--- src/rtl/cf_residence_updater.sv ---
// rtl/cf_residence_updater.sv - PTP/PCF correctionField residence-time patcher on an 8-bit byte stream
module cf_residence_updater #(
    parameter int TIME_WIDTH    = 64,
    parameter int DELAY         = 8,
    parameter int PTP_CF_OFFSET = 30,
    parameter int PCF_CF_OFFSET = 42,
    parameter int ASYM_WIDTH    = 32
) (
    input  logic                  i_clk,
    input  logic                  i_rst_n,
    input  logic [7:0]            iv_data,
    input  logic                  i_data_wr,
    input  logic [TIME_WIDTH-1:0] iv_receive_time,
    input  logic [TIME_WIDTH-1:0] iv_local_time,
    input  logic                  i_cf_update_flag,
    input  logic                  i_tsn_or_tte,
    input  logic [ASYM_WIDTH-1:0] iv_asym_ns,
    output logic [7:0]            ov_data,
    output logic                  o_data_wr,
    output logic                  o_cf_updated,
    output logic                  o_short_pkt,
    output logic                  o_ts_err
);
    localparam logic [10:0] PTP_OFF = 11'(PTP_CF_OFFSET);
    localparam logic [10:0] PCF_OFF = 11'(PCF_CF_OFFSET);
    localparam logic [10:0] CNT_MAX = 11'd2047;

    typedef struct packed {
        logic       vld;
        logic       first;
        logic       upd;
        logic       mode;
        logic [7:0] data;
    } lane_t;

    typedef enum logic [2:0] {IDLE, PASS, COLLECT, PATCH, DRAIN_SHORT} state_t;

    // input side: frame context and CF capture
    logic                  armed, prev_wr, upd_l, mode_l;
    logic [ASYM_WIDTH-1:0] asym_l, cur_asym;
    logic [10:0]           icnt, idx, off_in, off_l;
    logic [55:0]           cf_sr;
    logic [63:0]           cfw, new_cf;
    logic                  vld_in, first_in, cur_upd, cur_mode, hit, short_end, push;
    logic [TIME_WIDTH-1:0] res;
    logic                  res_bad;
    logic [49:0]           ns_sum;
    logic [47:0]           ns_sat;

    always_comb begin
        vld_in    = i_data_wr & armed;
        first_in  = vld_in & ~prev_wr;
        idx       = first_in ? 11'd0 : ((icnt == CNT_MAX) ? CNT_MAX : icnt + 11'd1);
        cur_upd   = first_in ? i_cf_update_flag : upd_l;
        cur_mode  = first_in ? i_tsn_or_tte : mode_l;
        cur_asym  = first_in ? iv_asym_ns : asym_l;
        off_in    = cur_mode ? PTP_OFF : PCF_OFF;
        off_l     = mode_l ? PTP_OFF : PCF_OFF;
        cfw       = {cf_sr, iv_data};
        res       = iv_local_time - iv_receive_time;
        res_bad   = |res[TIME_WIDTH-1:47];
        // 50-bit sum cannot overflow; saturate when bits 49..47 disagree
        ns_sum    = {{2{cfw[63]}}, cfw[63:16]} + {3'b000, res[46:0]}
                  + {{(50-ASYM_WIDTH){cur_asym[ASYM_WIDTH-1]}}, cur_asym};
        if (ns_sum[49:47] == 3'b000 || ns_sum[49:47] == 3'b111)
            ns_sat = ns_sum[47:0];
        else
            ns_sat = ns_sum[49] ? 48'h8000_0000_0000 : 48'h7FFF_FFFF_FFFF;
        new_cf    = res_bad ? cfw : {ns_sat, cfw[15:0]};
        hit       = vld_in & cur_upd & (idx == off_in + 11'd7);
        short_end = prev_wr & ~vld_in & upd_l & (icnt < off_l + 11'd7);
        push      = hit | short_end;
    end

    always_ff @(posedge i_clk or negedge i_rst_n) begin
        if (!i_rst_n) begin
            armed   <= 1'b0;
            prev_wr <= 1'b0;
            icnt    <= '0;
            upd_l   <= 1'b0;
            mode_l  <= 1'b0;
            asym_l  <= '0;
            cf_sr   <= '0;
        end else begin
            // after reset, bytes are ignored until the stream has gone idle once
            armed   <= armed | ~i_data_wr;
            prev_wr <= vld_in;
            icnt    <= vld_in ? idx : 11'd0;
            if (first_in) begin
                upd_l  <= i_cf_update_flag;
                mode_l <= i_tsn_or_tte;
                asym_l <= iv_asym_ns;
            end
            if (vld_in)
                cf_sr <= cfw[55:0];
        end
    end

    // per-frame results, one entry per update frame, consumed by the output side
    logic [1:0]  q_cnt;
    logic        q_wp, q_rp, pop;
    logic        q_short [2];
    logic        q_err [2];
    logic [63:0] q_cf [2];

    always_ff @(posedge i_clk or negedge i_rst_n) begin
        if (!i_rst_n) begin
            q_cnt <= '0;
            q_wp  <= 1'b0;
            q_rp  <= 1'b0;
        end else begin
            q_cnt <= q_cnt + 2'(push) - 2'(pop);
            if (push) q_wp <= ~q_wp;
            if (pop)  q_rp <= ~q_rp;
        end
    end

    always_ff @(posedge i_clk) begin
        if (push) begin
            q_short[q_wp] <= short_end;
            q_err[q_wp]   <= res_bad;
            q_cf[q_wp]    <= new_cf;
        end
    end

    // delay line and output stage
    lane_t       dl [DELAY];
    lane_t       s;
    logic        nx_vld, s_last, patch_end;
    logic [10:0] ocnt, pos, off_out;
    logic [2:0]  sel;
    logic [63:0] head_cf;
    logic [7:0]  patch_byte;
    state_t      st, cur;

    always_comb begin
        s          = dl[DELAY-1];
        nx_vld     = dl[DELAY-2].vld;
        s_last     = s.vld & ~nx_vld;
        pos        = s.first ? 11'd0 : ((ocnt == CNT_MAX) ? CNT_MAX : ocnt + 11'd1);
        off_out    = s.mode ? PTP_OFF : PCF_OFF;
        sel        = 3'(pos - off_out);
        head_cf    = q_cf[q_rp];
        patch_byte = 8'(head_cf >> {~sel, 3'b000});
        cur        = st;
        if (s.first)
            cur = s.upd ? COLLECT : PASS;
        if (cur == COLLECT && q_cnt != 2'd0)
            cur = q_short[q_rp] ? DRAIN_SHORT : ((pos == off_out) ? PATCH : COLLECT);
        patch_end  = (cur == PATCH) && (sel == 3'd7);
        pop        = s.vld & (patch_end | ((cur == DRAIN_SHORT) & s_last));
    end

    always_ff @(posedge i_clk or negedge i_rst_n) begin
        if (!i_rst_n) begin
            for (int i = 0; i < DELAY; i++)
                dl[i] <= '0;
            st           <= IDLE;
            ocnt         <= '0;
            ov_data      <= '0;
            o_data_wr    <= 1'b0;
            o_cf_updated <= 1'b0;
            o_short_pkt  <= 1'b0;
            o_ts_err     <= 1'b0;
        end else begin
            dl[0] <= {vld_in, first_in, cur_upd, cur_mode, (vld_in ? iv_data : 8'h00)};
            for (int i = 1; i < DELAY; i++)
                dl[i] <= dl[i-1];
            o_data_wr    <= s.vld;
            ov_data      <= s.data;
            o_cf_updated <= 1'b0;
            o_short_pkt  <= 1'b0;
            o_ts_err     <= 1'b0;
            ocnt         <= s.vld ? pos : 11'd0;
            if (s.vld) begin
                if (cur == PATCH)
                    ov_data <= patch_byte;
                o_cf_updated <= patch_end & ~q_err[q_rp];
                o_ts_err     <= patch_end & q_err[q_rp];
                o_short_pkt  <= (cur == DRAIN_SHORT) & s_last;
                if (s_last)
                    st <= IDLE;
                else if (patch_end)
                    st <= PASS;
                else
                    st <= cur;
            end
        end
    end
endmodule

--- config.mk ---
export PLATFORM = sky130hd
export DESIGN_NAME = cf_residence_updater
export DESIGN_NICKNAME = d
export VERILOG_FILES = /design/src/rtl/cf_residence_updater.sv
export SDC_FILE = /design/constraint.sdc
export NUM_CORES = 1
export LEC_CHECK = 0
export ABC_AREA = 1
export BUFFER_PORTS_ARGS = -buffer_cell sky130_fd_sc_hd__buf_2
export CELL_PAD_IN_SITES_DETAIL_PLACEMENT = 0
export CELL_PAD_IN_SITES_GLOBAL_PLACEMENT = 1
export CORE_AREA = 2 2 210 295
export CTS_BUF_LIST = sky130_fd_sc_hd__clkbuf_2 sky130_fd_sc_hd__clkbuf_4 sky130_fd_sc_hd__clkbuf_8
export DETAILED_ROUTE_END_ITERATION = 7
export DIE_AREA = 0 0 212 297
export PLACE_DENSITY = 0.84
export SYNTH_ARGS = -nofsm -noshare
export SYNTH_HDL_FRONTEND = slang
export SYNTH_SLANG_ARGS = --single-unit
export TNS_END_PERCENT = 100
--- constraint.sdc ---
create_clock -name i_clk -period 5.6 [get_ports i_clk]
set_clock_uncertainty 0.2 [all_clocks]
set_input_delay 1.12 -clock i_clk [delete_from_list [all_inputs] [get_ports i_clk]]
set_output_delay 1.12 -clock i_clk [all_outputs]
set_load 0.05 [all_outputs]
==> results of run 1 <==
[Yosys cell counts (23+ instances only)]
| master | instances | share of area, % |
|---|---|---|
| or2_2 | 29 | 0.72 |
| dfrtp_1 | 226 | 23 |
| nand2_1 | 1219 | 18 |
| xnor2_1 | 35 | 1.2 |
| inv_1 | 571 | 8.5 |
| o21ai_0 | 127 | 2.5 |
| clkbuf_1 | 42 | 0.63 |
| a21oi_1 | 143 | 2.9 |
| nor3_1 | 23 | 0.46 |
| fa_1 | 49 | 3.9 |
| nor2_1 | 308 | 4.6 |
| xor2_1 | 59 | 2.1 |
| nand3_1 | 150 | 3.0 |
| ha_1 | 118 | 5.9 |
| nand4_1 | 55 | 1.4 |
| edfxtp_1 | 132 | 16 |
[critical path: cells and delay by family]
kind                       cells  cell delay, ns
AOI/OAI and AO/OA              3            0.53
xor gates and xnor gates       1            0.13
adders and majority gates      3            1.20
buffers and inverters          8            0.87
and+or+nand+nor               17            1.71
[per-layer routing]
| layer | up-vias | track usage, % |
|---|---|---|
| met5 | - | 0 |
| met3 | 238 | 2.21 |
| met2 | 665 | 53.1 |
| met1 | 11200 | 29.2 |
| met4 | 0 | 17.1 |
| li1 | 12100 | - |
[worst max path at each step]
stage                  end  slack (ns)  cells after the start
6_report       q_cf[0][25]        0.18                     32
5_1_grt        q_cf[0][38]       -0.05                     32
4_1_cts        q_cf[0][19]        0.08                     32
3_5_place_dp   q_cf[1][29]       -0.58                     29
3_3_place_gp   q_cf[0][19]       -0.53                     32
2_1_floorplan  q_cf[0][62]        0.26                     33
[cell type report]
type	count	area [µm²]	area share, %
Clock inverter	21	180	0.568
Multi-Input combinational cell	2476	13400	42.2
Antenna cell	1	2.50	0.00789
Sequential cell	358	9620	30.3
Tap cell	817	1020	3.22
Timing Repair Buffer	604	4300	13.6
Inverter	584	2190	6.91
Clock buffer	80	1010	3.20
[flip-flops by register name, summed over array words and instances (netlist names)]
signal	flops
asym_l	32
ov_data	8
cf_sr	56
nx_vld	1
armed	1
o_ts_err	1
q_err	2
dl	95
o_cf_updated	1
o_short_pkt	1
q_cnt	2
o_data_wr	1
q_wp	1
q_rp	1
q_short	2
st	3
icnt	11
q_cf	128
ocnt	11
[cell families (layout without fill, tap and decap cells)]
group	count (synthesis)	after routing	share of synthesized area [%]
fa+ha+maj	167	167	9.79
simple gates	1859	1859	30.6
mux	1	1	0.0399
compound gates	355	355	7.82
flops	358	358	38.3
other cells	0	1	0
buf+inv	656	1289	10.2
xor+xnor	94	94	3.28
[timing repair]
item,CTS,global route
setup endpoints to repair,0,94
hold endpoints to repair,0,0
gates resized for setup,0,83
buffers inserted,0,1
[stage by stage]
stage | hold WS, ns | instance area, µm² | power, W
after CTS | 0.144 | 31100 | 0.0123
after global routing | 0.144 | 31700 | 0.0137
after floorplan | 0.131 | 25100 | 0.00686
after global placement | 0.131 | 29900 | 0.00991
final | 0.142 | 31700 | 0.0128
after detailed placement | 0.135 | 29900 | 0.00994
[power by group through the flow]
stage / Sequential (W) / Clock, W / Combinational, W
5_1_grt: 0.00316 / 0.00249 / 0.00805
2_1_floorplan: 0.00311 / 0 / 0.00374
4_1_cts: 0.00314 / 0.00238 / 0.00677
3_3_place_gp: 0.00318 / 0 / 0.00673
3_5_place_dp: 0.00319 / 0 / 0.00675
6_report: 0.00314 / 0.00233 / 0.00737
==> metrics.cfg, run 1 <==
[worst_setup_path]
r2r_slack_ns=0.89
end_kind=flop
critPathLaunch=iv_receive_time[3]
startpoint_type=input port
reg2reg_depth=25
path_max_fanout=11
timing.rr.end=q_cf[0][25]
crit_path_max_incr_delay_ns=0.45
cp.required_ns=5.77
cpMaxStageDelayCell=fa_1
crit_arrival_ns=5.58
cp_common_cell=nand2_1
critPathKind=in2reg
worstReg2RegStart=dl[95]

[global_route]
grt_pass1_wl_um=133000
grt-ovfl-total=0
grt_use_total_pct=27.9
grt_pass1_vias=24600
antenna_found_initial=1
grt_start_max_net_pins=103

[clock_network]
clk_root_buffer_cell=clkbuf_8
cts_tree=yes
clockBufferDepth=3
cts_made_buffers=54
clk_latency_ns=0.64
cts.clk_slew.worst_paths_ns=0.06
hold_buffers=0
htreeDepth=2
cts.sinks=358

[power_and_ir_drop]
clkPwrFrac_pct=18.2
swShare_pct=43.4
p_switching_w=0.00558
vdd_drop_max_mv=0.216
p_int_w=0.00726
power_density_nw_per_um2=405
power_leakage_nw=17.1
comb_power_share_pct=57.4
power.share.sequential_pct=24.4

[die]
start_util_pct=41.6
die_x_um=212
coreArea_um2=60400
design.die.area_um2=63000
design.portCount=185
rows=107
die_h_um=297

[place]
dp_slack_ns=-0.578
gp_congestion=0.979
dpl.hpwl_um=71400
place_inst=4832
io_buffers=184

[route]
drc=0
ant_nets=0
drtIter0Drc=1411
dr.pass1.iters=8
wl_met3_um=3210
vias=24200
routed-wl-met2_um=47300
wl_per_cell_um=18.0
topRoutingLayerUsed=met4
met1_length_um=32100
routed_wirelength_um=88900
drt-vias-per-instance=4.90

[run]
maxCapViolations=0

[timing]
fin_ws_ns=0.182
slew_violations=0
slew_headroom_pct=45.3
post-route-period-util_pct=96.7
worst_pin_slew_ns=0.821
finalCriticalPeriod_ns=5.42
timing.fmax_mhz=185
finalHoldViolations=0
tns_ns=0
setup_violations=0

[min_path]
holdPathStages=0
worst_hold_path_type=reg2reg
holdPathEnd=dl[49]
hp-start=dl[61]

[final_layout]
final_core_util_pct=52.5
drive_gt1_share_pct=21.0
area_growth_pct=26.3
layout_common_cells=nand2_1 (1,205), inv_1 (568), buf_4 (403)
final_common_cell=nand2_1
nets=4418
fillers=6065
final_cells=4941

[logic_synthesis]
ys_types=51
seq_area_frac_synth_pct=38.3
syn_nets=3830
syn-cell-area_um2=25100
async_flop_share_pct=63.1
yosys_warnings=0
synth_area_per_cell_um2=7.19
synthFlopType=dfrtp_1
ys_ff_latch=358
synth_edf_count=132
synth_cells=3490

[status]
outcome=finished, final reports clean

(Power assumes the default switching activity.)
==> run 2, diff against run 1 <==
--- a/config.mk
+++ b/config.mk
@@ -13,6 +13,7 @@
 export CTS_BUF_LIST = sky130_fd_sc_hd__clkbuf_2 sky130_fd_sc_hd__clkbuf_4 sky130_fd_sc_hd__clkbuf_8
 export DETAILED_ROUTE_END_ITERATION = 7
 export DIE_AREA = 0 0 212 297
+export MAX_ROUTING_LAYER = met4
 export PLACE_DENSITY = 0.84
 export SYNTH_ARGS = -nofsm -noshare
 export SYNTH_HDL_FRONTEND = slang
==> constraint.sdc (replaced) <==
create_clock -name i_clk -period 5.6 [get_ports i_clk]
set_clock_uncertainty 0.2 [all_clocks]
set_input_delay 1.12 -clock i_clk [delete_from_list [all_inputs] [get_ports i_clk]]
set_output_delay 1.12 -clock i_clk [all_outputs]
set_load 0.1 [all_outputs]
==> run 2 against run 1 <==
  * Sequential share of layout area increased by 0.17 points
  * Power shrank 1.1%
  * Setup slack better by 0.050 ns
  * Hold slack got worse by 0.0013 ns
  * Critical path depth is 1 lower
  * Core utilization shrank 0.29 points
  * Count of clock-buffer cells in the layout did not move
  * Fmax rose by 0.94%
  * Highest routed layer unchanged
  * Critical endpoint is now q_cf[0][54]
  * Die area is the same
  * Cell count fell by 0.26%
  * Wire length decreased by 1.8%
  * Register-to-register slack improved by 0.03 ns
==> metrics.cfg, run 2 (same netlist as run 1, synthesis figures left out) <==
[final_layout]
final_core_util_pct=52.2  ; was 52.5%
largest_register_ffs=128  ; unchanged
seqCellArea_um2=9620  ; unchanged
drive_gt1_share_pct=20.8  ; was 21.0%
fillers=6138  ; was 6,065
final_cells=4928  ; was 4,941
layout_common_cells=nand2_1 (1,204), inv_1 (568), buf_4 (395)  ; was nand2_1 (1,205), inv_1 (568), buf_4 (403)
regMostFlops=q_cf  ; unchanged
nets=4406  ; was 4,418
final_common_cell=nand2_1  ; unchanged
reg_top3=q_cf x128, dl x95, cf_sr x56  ; unchanged
area_growth_pct=25.6  ; was 26.3%
multi_input_area_um2=13400  ; about the same

[clock_network]
clk_latency_ns=0.64  ; about the same
cts_tree=yes  ; unchanged
hold_buffers=0  ; unchanged
htreeDepth=2  ; unchanged
clockBufferDepth=3  ; unchanged
cts.sinks=358  ; unchanged
cts.clk_slew.worst_paths_ns=0.07  ; was 0.06 ns
cts_made_buffers=52  ; was 54
clk_root_buffer_cell=clkbuf_8  ; unchanged

[worst_setup_path]
path_max_fanout=12  ; was 11
crit_end=q_cf[0][54]  ; was q_cf[0][25]
cpMaxStageDelayCell=fa_1  ; unchanged
critPathLaunch=iv_receive_time[0]  ; was iv_receive_time[3]
cp_common_cell=nand2_1  ; unchanged
reg2reg_depth=26  ; was 25
path_buf_inv=5  ; was 8
critPathKind=in2reg  ; unchanged
worstReg2RegStart=dl[95]  ; unchanged
end_kind=flop  ; unchanged
crit_path_max_incr_delay_ns=0.44  ; was 0.45 ns
r2r_slack_ns=0.92  ; was 0.89 ns
startpoint_type=input port  ; unchanged
timing.rr.end=q_cf[0][54]  ; was q_cf[0][25]
cp.required_ns=5.87  ; was 5.77 ns
cp_top_family=simple AND/OR/NAND/NOR gates  ; unchanged
crit_arrival_ns=5.64  ; was 5.58 ns
worst-path-stages=31  ; was 32

[place]
gp_congestion=1.03  ; was 0.979
place_inst=4818  ; was 4,832
dpl.hpwl_um=70100  ; was 71,400 µm
io_buffers=184  ; unchanged

[global_route]
grt_start_max_net_pins=106  ; was 103
grt_pass1_vias=24400  ; was 24,600
antenna_found_initial=1  ; unchanged
grt-ovfl-total=0  ; unchanged
grt_pass1_wl_um=131000  ; was 133,000 µm
grt_use_total_pct=28.3  ; was 27.9%

[timing]
finalHoldViolations=0  ; unchanged
worst_pin_slew_ns=0.841  ; was 0.821 ns
timing.fmax_mhz=186  ; was 185 MHz
setup_violations=0  ; unchanged
post-route-period-util_pct=95.8  ; was 96.7%
finalCriticalPeriod_ns=5.37  ; was 5.42 ns
slew_violations=0  ; unchanged
timing.hold.ws_ns=0.140  ; was 0.142 ns
slew_headroom_pct=43.9  ; was 45.3%

[route]
ant_nets=0  ; unchanged
drtIter0Drc=1409  ; was 1,411
drc=0  ; unchanged
vias=23900  ; was 24,200
wl_per_cell_um=17.7  ; was 18.0 µm
dr.pass1.iters=5  ; was 8
drt-vias-per-instance=4.84  ; was 4.90
routed_wirelength_um=87300  ; was 88,900 µm

[die]
die_x_um=212  ; unchanged
start_util_pct=41.6  ; unchanged
design.die.area_um2=63000  ; unchanged
design.portCount=185  ; unchanged
coreArea_um2=60400  ; unchanged
die_h_um=297  ; unchanged
rows=107  ; unchanged

[min_path]
holdPathStages=0  ; unchanged
worst_hold_path_type=reg2reg  ; unchanged
hp-start=dl[22]  ; was dl[61]

[run]
maxCapViolations=0  ; unchanged

[power_and_ir_drop]
power_density_nw_per_um2=403  ; was 405 nW/µm²
finalPower_w=0.0127  ; was 0.0128 W
vdd_drop_max_mv=0.273  ; was 0.216 mV
power_leakage_nw=17.0  ; was 17.1 nW

[status]
outcome=finished, final reports clean  ; unchanged

==> run 2: cell types whose count changed in the layout (fill, tap and decap cells not counted), moves of 3 or more <==
cell | before | now
a31oi_1 | 8 | 4
a31oi_2 | 1 | 5
buf_4 | 403 | 395
clkbuf_4 | 14 | 20
clkbuf_8 | 66 | 60
clkinv_1 | 5 | 9
clkinv_2 | 12 | 4
nor3_1 | 22 | 19
nor3_2 | 1 | 5
==> run 2: worst min-delay path by stage <==
stage | to | slack (ns)
after floorplan | dl[0] | 0.13
after global routing | dl[66] | 0.14
after detailed placement | dl[22] | 0.13
after CTS | dl[66] | 0.14
after global placement | dl[64] | 0.13
final | dl[10] | 0.14
==> run 2: repair_timing <==
| item | in CTS | in global routing |
|---|---|---|
| setup buffers | 0 | 5 |
| gates resized for setup | 0 | 85 |
| endpoints found under the setup margin | 0 | 94 |
==> run 2: report_power, final <==
group	internal, W	switching (W)	total [W]	leakage [nW]
sequential	0.00296	0.000178	0.00314	4.08
combinational	0.00304	0.00429	0.00732	12.3
clock	0.00121	0.00103	0.00224	0.594
==> run 2: area by class of cell <==
class,instances,area share [%]
antenna,1,0.00793
timing repair buffer,594,13.3
tap,817,3.24
clock buffer,80,3.09
clock inverter,18,0.468
inverter,584,6.95
sequential,358,30.5
multi-input combinational,2476,42.4
==> run 2: metrics by stage <==
step / TNS (ns) / cell area (µm²) / setup WS (ns)
after floorplan: 0 / 25100 / 0.262
after CTS: 0 / 30900 / 0.131
after global placement: -37.31 / 29800 / -0.407
after detailed placement: -44.36 / 29800 / -0.506
final: 0 / 31500 / 0.233
after global routing: -0.388 / 31500 / -0.0216
==> run 2: layer usage <==
metal | global-route usage [%] | wire length, µm
met4 | 15.7 | 5680
met1 | 29.3 | 32100
met2 | 52.6 | 47000
met3 | 2.02 | 2510
met5 | - | 0
==> run 3, diff against run 2 <==
--- a/config.mk
+++ b/config.mk
@@ -14,7 +14,7 @@
 export DETAILED_ROUTE_END_ITERATION = 7
 export DIE_AREA = 0 0 212 297
 export MAX_ROUTING_LAYER = met4
-export PLACE_DENSITY = 0.84
+export PLACE_DENSITY = 0.82
 export SYNTH_ARGS = -nofsm -noshare
 export SYNTH_HDL_FRONTEND = slang
 export SYNTH_SLANG_ARGS = --single-unit
==> constraint.sdc (replaced) <==
create_clock -name i_clk -period 5.6 [get_ports i_clk]
set_clock_uncertainty 0.2 [all_clocks]
set_input_delay 0.56 -clock i_clk [delete_from_list [all_inputs] [get_ports i_clk]]
set_output_delay 0.56 -clock i_clk [all_outputs]
set_load 0.1 [all_outputs]
==> run 3 against run 2 <==
  * Cell count is 6.2% lower
  * Wire length is 2.3% lower
  * Fmax is 3.2% higher
  * Hold slack worse by 0.11 ns
  * Non-clock buffer count is 308 lower
  * Sequential cell count stayed put
  * Setup slack better by 0.16 ns
  * Critical path depth is 3 lower
  * Via count is 3.8% lower
  * First-iteration DRC count is 2.6% lower
  * Final area is 8.8% lower
  * Count of clock-buffer cells in the layout is 1 higher
==> metrics.cfg, run 3 (same netlist as run 1, synthesis figures left out) <==
[place]
place_inst=4510  ; was 4,818
dpl.hpwl_um=69100  ; was 70,100 µm
dp_slack_ns=-0.0604  ; was -0.506 ns
gp_congestion=1.05  ; was 1.03
io_buffers=184  ; unchanged

[timing]
fin_ws_ns=0.397  ; was 0.233 ns
setup_violations=0  ; unchanged
finalCriticalPeriod_ns=5.20  ; was 5.37 ns
worst_pin_slew_ns=0.944  ; was 0.841 ns
slew_headroom_pct=37.1  ; was 43.9%
slew_violations=0  ; unchanged
finalHoldViolations=0  ; unchanged
timing.fmax_mhz=192  ; was 186 MHz
rsz0062_at_grt=no
post-route-period-util_pct=92.9  ; was 95.8%

[route]
drc=0  ; unchanged
vias=23000  ; was 23,900
ant_nets=0  ; unchanged
drtIter0Drc=1372  ; was 1,409
drt-vias-per-instance=4.97  ; was 4.84
dr.pass1.iters=7  ; was 5
wl_per_cell_um=18.5  ; was 17.7 µm
routed_wirelength_um=85300  ; was 87,300 µm

[power_and_ir_drop]
vdd_drop_max_mv=0.223  ; was 0.273 mV
power_density_nw_per_um2=392  ; was 403 nW/µm²
power_leakage_nw=15.4  ; was 17.0 nW

[final_layout]
nets=4100  ; was 4,406
reg_top3=q_cf x128, dl x95, cf_sr x56  ; unchanged
drive_gt1_share_pct=12.2  ; was 20.8%
final_cells=4622  ; was 4,928
largest_register_ffs=128  ; unchanged
final_common_cell=nand2_1  ; unchanged
layout_common_cells=nand2_1 (1,218), inv_1 (569), nor2_1 (307)  ; was nand2_1 (1,204), inv_1 (568), buf_4 (395)
regMostFlops=q_cf  ; unchanged
area_growth_pct=14.6  ; was 25.6%

[worst_setup_path]
worst-path-stages=28  ; was 31
reg2reg_depth=25  ; was 26
critPathKind=in2reg  ; unchanged
cp.required_ns=5.77  ; was 5.87 ns
crit_arrival_ns=5.37  ; was 5.64 ns
crit_path_max_incr_delay_ns=0.54  ; was 0.44 ns
path_buf_inv=8  ; was 5
end_kind=flop  ; unchanged
path_max_fanout=37  ; was 12
startpoint_type=input port  ; unchanged
cp_top_family=buffers and inverters  ; was simple AND/OR/NAND/NOR gates
cpMaxStageDelayCell=dlygate4sd3_1  ; was fa_1
r2r_slack_ns=0.61  ; was 0.92 ns
cp_common_cell=nand2_1  ; unchanged

[clock_network]
clockBufferDepth=3  ; unchanged
cts-resized-gates=0  ; unchanged
cts_made_buffers=54  ; was 52
post_cts_buffers=0  ; unchanged
cts_tree=yes  ; unchanged
clk_latency_ns=0.64  ; about the same
htreeDepth=2  ; unchanged
cts.clk_slew.worst_paths_ns=0.07  ; about the same
cts.sinks=358  ; unchanged
clk_root_buffer_cell=clkbuf_8  ; unchanged

[min_path]
holdPathStages=3  ; was 0
worst_hold_path_type=in2reg  ; was reg2reg

[global_route]
grt-ovfl-total=0  ; unchanged
grt_pass1_vias=23500  ; was 24,400
grt_use_total_pct=28.3  ; about the same
grt_start_max_net_pins=132  ; was 106
antenna_found_initial=1  ; unchanged
grt_pass1_wl_um=131000  ; about the same

[die]
start_util_pct=41.6  ; unchanged
die_x_um=212  ; unchanged
design.portCount=185  ; unchanged
die_h_um=297  ; unchanged
design.die.area_um2=63000  ; unchanged
coreArea_um2=60400  ; unchanged
rows=107  ; unchanged

[run]
maxCapViolations=0  ; unchanged

[status]
outcome=finished, final reports clean  ; unchanged

[run 3: cell count changes in the layout (fill, tap and decap cells not counted), moves of 8 or more]
cell           delta
dlygate4sd3_1    +11
buf_4           -309
ha_4              -9
nand2_2           -9
nor2_2           -17
a31oi_1           +8
nand2_1          +14
ha_1             +12
nor2_1           +18
[run 3: worst paths after layout]
check | to | startpoint
max in group asynchronous | dl[86] | i_rst_n
setup / recovery | q_cf[0][17] | i_data_wr
setup reg to reg | q_cf[0][17] | dl[95]
min in group asynchronous | dl[8] | i_rst_n
hold reg to reg | dl[19] | dl[31]
hold / removal | asym_l[20] | iv_asym_ns[20]
[run 3: area by class of cell]
class	instances	area, µm²
fillers	6290	31600
multi-input cells	2476	13000
flip-flops and latches	358	9620
inverters	584	2190
repair buffers	286	1790
well taps	817	1020
clock buffers	81	1010
clock inverters	19	184
diodes	1	2.50
[run 3: worst reg2reg max path, delay by kind of cell, from the launching register on]
kind	cells	cell delay, ns
AO/OA/AOI/OAI	3	0.60
AND/OR/NAND/NOR	13	1.47
flip-flops	1	0.47
adder cells (fa/ha/maj)	3	1.14
buffers and inverters	6	0.85
[run 3: metrics by stage]
step	total power [W]	utilization [%]	instance area, µm²	setup TNS, ns	hold slack, ns
after floorplan	0.00688	-	25100	0	0.0644
after global placement	0.00889	45.5	27500	-2.83	0.131
after detailed placement	0.00890	45.5	27500	-2.67	0.135
after CTS	0.0113	47.6	28800	0	0.00511
after global routing	0.0121	47.6	28800	0	0.0286
final	0.0113	47.6	28800	0	0.0321
[run 3: where the power goes]
| part | switching (W) | leakage (nW) | internal [W] | total [W] |
|---|---|---|---|---|
| Sequential | 0.000179 | 4.08 | 0.00296 | 0.00314 |
| Combinational | 0.00388 | 10.7 | 0.00190 | 0.00578 |
| Clock | 0.00106 | 0.637 | 0.00130 | 0.00236 |
[run 3: layer usage]
metal / track usage [%] / share of wire, % / vias to the layer above
li1: - / - / 11500
met1: 29.7 / 37 / 10600
met2: 51.4 / 53 / 620
met3: 2.12 / 3.2 / 233
met4: 16.6 / 6.9 / 0
met5: - / 0 / -
[run 3: timing repair]
item / 4_1_cts / 5_1_grt
hold endpoints to repair: 119 / 0
setup endpoints to repair: 0 / 0
hold buffers: 11 / 0
